==> src/rtl/pipe_skid_reg.sv <==
// Two-entry skid register for a pipeline stage boundary, with hazard-unit stall/bubble.
// Optional stall/bubble performance counters are compiled in by PIPE_SKID_REG_PERF_EN.
module pipe_skid_reg #(
  parameter int                 DATA_W      = 128,
  parameter logic [DATA_W-1:0]  BUBBLE_DATA = '0
) (
  input  logic              clk_i,
  input  logic              rst_i,
  input  logic              in_valid_i,
  input  logic [DATA_W-1:0] in_data_i,
  output logic              in_ready_o,
  output logic              out_valid_o,
  output logic [DATA_W-1:0] out_data_o,
  input  logic              out_ready_i,
  input  logic              stall_i,
  input  logic              bubble_i,
  output logic [31:0]       stall_cnt_o,
  output logic [31:0]       bubble_cnt_o
);

  typedef enum logic [1:0] {EMPTY, ONE, FULL} state_e;

  state_e            state_q;
  logic [DATA_W-1:0] head_q, skid_q;
  logic              accept, pop;

  // Handshakes depend only on registered state and control inputs, never on in_data_i.
  assign in_ready_o  = (state_q != FULL)  & ~stall_i & ~rst_i;
  assign out_valid_o = (state_q != EMPTY) & ~stall_i & ~rst_i;
  assign out_data_o  = head_q;
  assign accept      = in_valid_i & in_ready_o;
  assign pop         = out_valid_o & out_ready_i & ~stall_i;

  always_ff @(posedge clk_i) begin
    if (rst_i || bubble_i) begin
      state_q <= EMPTY;
      head_q  <= BUBBLE_DATA;
      skid_q  <= '0;
    end else if (!stall_i) begin
      case (state_q)
        EMPTY: if (accept) begin
          head_q  <= in_data_i;
          state_q <= ONE;
        end
        ONE: begin
          if (pop && accept) begin
            head_q <= in_data_i;
          end else if (pop) begin
            state_q <= EMPTY;
          end else if (accept) begin
            skid_q  <= in_data_i;
            state_q <= FULL;
          end
        end
        FULL: if (pop) begin
          head_q  <= skid_q;
          state_q <= ONE;
        end
        default: state_q <= EMPTY;
      endcase
    end
  end

`ifdef PIPE_SKID_REG_PERF_EN
  logic [31:0] stall_cnt_q, bubble_cnt_q;

  // A cycle with both stall and bubble counts only as a bubble.
  always_ff @(posedge clk_i) begin
    if (rst_i) begin
      stall_cnt_q  <= '0;
      bubble_cnt_q <= '0;
    end else begin
      if (stall_i && !bubble_i && (stall_cnt_q != 32'hFFFF_FFFF))
        stall_cnt_q <= stall_cnt_q + 32'd1;
      if (bubble_i && (bubble_cnt_q != 32'hFFFF_FFFF))
        bubble_cnt_q <= bubble_cnt_q + 32'd1;
    end
  end

  assign stall_cnt_o  = stall_cnt_q;
  assign bubble_cnt_o = bubble_cnt_q;
`else
  assign stall_cnt_o  = '0;
  assign bubble_cnt_o = '0;
`endif

endmodule
==> config.mk <==
export PLATFORM = sky130hd
export DESIGN_NAME = pipe_skid_reg
export DESIGN_NICKNAME = d
export VERILOG_FILES = /design/src/rtl/pipe_skid_reg.sv
export SDC_FILE = /design/constraint.sdc
export NUM_CORES = 1
export LEC_CHECK = 0
export BUFFER_PORTS_ARGS = -buffer_cell sky130_fd_sc_hd__buf_4
export CORE_AREA = 2 2 166 127
export CTS_CLUSTER_DIAMETER = 120
export CTS_CLUSTER_SIZE = 28
export DETAILED_ROUTE_END_ITERATION = 8
export DIE_AREA = 0 0 168 129
export GPL_TIMING_DRIVEN = 0
export PLACE_DENSITY_LB_ADDON = 0.3
export SYNTH_ARGS = -nofsm -noshare
export SYNTH_HDL_FRONTEND = slang
export SYNTH_SLANG_ARGS = --single-unit
==> constraint.sdc <==
create_clock -name clk_i -period 3.35 [get_ports clk_i]
set_input_delay 0.335 -clock clk_i [delete_from_list [all_inputs] [get_ports clk_i]]
set_output_delay 0.335 -clock clk_i [all_outputs]
set_load 0.005 [all_outputs]
# Word level (Yosys, flattened, before mapping)
# Cells that the tools add are included.
# word_totals
reg_bits,258
latchBits,0
ramBits,0
rom_bits,0
in_bits,134
output_inout_bits,194
word_cells,40
mem_count,0
# classes
add_sub_neg,0
n_mul,0
n_div,0
order_cmp,0
eq_ne,8
shift,0
mux,10
bitwise,11
n_reduce_logical,8
# ops
cell,count
128-bit two-way mux,3
128-bit one-hot mux with 3 select lines,1
5-bit AND reduction,3
2-bit two-way mux,5
2-bit != test (second input constant),5
1-bit bitwise AND,7
2-bit one-hot mux with 3 select lines,1
1-bit NOT,4
3-bit != test (second input constant),1
3-bit nonzero test,1
2-bit by 1-bit == test with 1-bit output (second input constant),1
2-bit == test (second input constant),1
2-bit logical NOT,1
2-bit nonzero test,1
1-bit logical AND,1
1-bit logical OR,1

# Depth between registers and ports, before layout
# depth
depth_word,8
depth_mapped,7
mapped_depth_nobuf,4

# Worst setup path after synthesis
# OpenSTA, ideal clock, no wires.
# synth_path
path_kind,input-to-reg
from,input port stall_i
to,register skid_q[108]
setup_time_ns,0.132
arrival_ns,1.367
required_ns,3.218
setup_slack_ns,1.850
path_stages,6
path_buffers,2
cell_sequence,or2_1 > or3_4 > buf_6 > buf_2 > nand2_1 > a21oi_1
# synth_between
elab_chain_len,8
elab_cells_between_ends,12
cone_classes,10 x bitwise; 2 x reduce/logical
# synth_lines
element,line,rtl
start: declaration,15,"input logic stall_i,"
1-bit NOT (no line) (*),n/a,
1-bit bitwise AND (2 in a row),29,assign out_valid_o = (state_q != EMPTY) & ~stall_i & ~rst_i;
1-bit bitwise AND (2 in a row),32,assign pop = out_valid_o & out_ready_i & ~stall_i;
1-bit logical AND,46,if (pop && accept) begin
1-bit NOT (no line),n/a,
5-bit AND reduction (no line) (*),n/a,
end signal: assignment,51,skid_q <= in_data_i;
end: declaration,24,"logic [DATA_W-1:0] head_q, skid_q;"
# Mark *: on every way between the ends. The rest lies on a longest branch, timed or not.
# A chain may end at the register's enable or synchronous reset.

# Worst setup path after layout
# layout_path
from,input port stall_i
to,output port in_ready_o
# layout_between
elab_chain_len,3
# layout_lines
element,line,rtl
1-bit NOT (no line),n/a,
1-bit bitwise AND (2 in a row),28,assign in_ready_o = (state_q != FULL) & ~stall_i & ~rst_i;
end: declaration,11,"output logic in_ready_o,"
# No other way between the ends.

==> metrics.csv <==
metric,value,unit
cp-start-kind,input port,
yosys.area.top_type,dfxtp_1,
rows,45,
ir_drop,0.305,mV
finalHoldViolations,0,
worst_slack,0.990,ns
period_minus_slack,2.36,ns
hold_class,input port to register,
start_util,55.4,%
antenna_cells,0,
postRouteAntennaNets,0,
routed-via-count,9787,
ctsHoldBuffers,0,
finalPower,5430,µW
drive_gt1_share,28.4,%
io_buffers,263,
ys_types,25,
cts_tree,yes,
die_w,168,µm
hpwl,21.7,mm
dr.pass1.iters,5,
seqCellArea,5160,µm²
synth_top_cell_area_share,46.6,%
synth.avg_cell_area,8.99,µm²
n_fill_cell,1645,
cts_resized,0,
synth-edff-count,0,
synthCells,1233,
slew-limit-headroom,42.7,%
grt_pass1_vias,8843,
grt_overflow_total,0,
final_common_cell,buf_4,
layout_common_cells,"356 x buf_4, 258 x a21oi_1, 258 x dfxtp_1",
critPathKind,input port to output port,
wirelength,29.8,mm
async_flop_share,0,%
ys_top_cells_by_area,"dfxtp_1 47%, a21oi_1 12%, mux2i_1 12%, nand2_1 8.7%, a211oi_1 7.4%",
worstMarginPinSlew,0.859,ns
layout.nets,1708,
synth-seq-area-share,46.6,%
cts_root_buf,clkbuf_16,
cts.sinks,258,
multi_input_area,4970,µm²
powerDensity,389,nW/µm²
h-tree-depth,1,
status,"finished, final reports clean",
io_pins,328,
fin_worst_skew,0.0234,ns
grt_use_total,26.2,%
leakage,0.00634,µW
route.detailed.drc,0,
cts_buffers,13,
post_cts_buffers,0,
cp_max_fo,10,
fmax,0.424,GHz
place_ws,1.02,ns
clockBufferDepth,3,
cts.clk_slew.worst_paths,0.11,ns
arrival,2.03,ns
yosys_warnings,0,
syn_area,11100,µm²
max_cap_violations,0,
fin_crit_sh,70.5,%
areaGrowthSynthToFinish,26.1,%
antenna_found_initial,0,
synthFlopType,dfxtp_1,
core-area,20000,µm²
end_kind,output port,
grt_max_degree,29,
setup_viol,0,
globalplace.congestion,0.827,
tns,0,ns
drt_iter0_markers,743,
die_h,129,µm
rsz0062_at_grt,no,
dieArea,21700,µm²
synth_seq_cells,258,
grt_pass1_wl,45.9,mm
r2r_slack,1.52,ns
crit_required,3.01,ns
clock_latency,0.47,ns
slew_viol_final,0,
drt-vias-per-instance,5.35,
wl_per_cell,16.3,µm
metal layers:
metal	vias to the layer above	wire length, µm	GRT usage, %
li1	4844	-	-
met1	4569	13600	36.1
met2	326	13700	42.9
met3	48	1750	4.12
met4	0	822	7.62
met5	-	0	0
Yosys cell counts, types with 4 or more instances:
cell type and number:
a211oi_1 109, a211oi_2 20, nand2_1 257, dfxtp_1 258, clkbuf_1 34, buf_6 13, a21oi_1 258, mux2i_1 129
buf_2 39, nor2_1 4, buf_4 93
cell families after synthesis:
logic type / Yosys count / synth area share (%)
buf+inv: 182 / 10.6
simple gates: 273 / 9.58
other cells: 1 / 0.0338
flops: 258 / 46.6
mux: 129 / 11.7
compound gates: 390 / 21.5
final cells by class:
class	count	share of cell area (%)
Clock inverter	1	0.215
Timing Repair Buffer	263	14.1
Buffer	180	8.39
Clock buffer	13	2.33
Sequential cell	258	37.0
Tap cell	258	2.31
Inverter	2	0.0537
Multi-Input combinational cell	856	35.6
worst max-delay path: stages:
cell and delay, ns:
buf_4 0.13, nor2_1 0.35, clkbuf_1 0.58, buf_2 0.35, and2_1 0.17, buf_4 0.11
through the flow:
stage / utilization, % / area (µm²) / hold slack [ns] / cells
final: 69.9 / 14000 / 0.107 / 1831
after floorplan: - / 11300 / 0.436 / 1296
after CTS: 69.9 / 14000 / 0.0939 / 1831
after detailed placement: 68.1 / 13600 / 0.446 / 1817
after global routing: 69.9 / 14000 / 0.0954 / 1831
after global placement: 68.1 / 13600 / 0.440 / 1817
path summary, 6_finish.rpt:
| check | startpoint | to | depth (start not counted) |
|---|---|---|---|
| hold reg to reg | skid_q[77] | skid_q[77] | 2 |
| hold / removal | in_data_i[95] | skid_q[95] | 3 |
| setup reg to reg | state_q[1] | out_data_o[34] | 7 |
| setup / recovery | stall_i | in_ready_o | 6 |
power by group:
group | switching, µW | internal [µW]
clock network | 979 | 723
registers | 22.3 | 3100
logic | 315 | 291
state kept, by name, indices dropped and copies added, names as in the netlist:
signal,cells
out_data_o,128
state_q,2
skid_q,128
(Power assumes the default switching activity.)
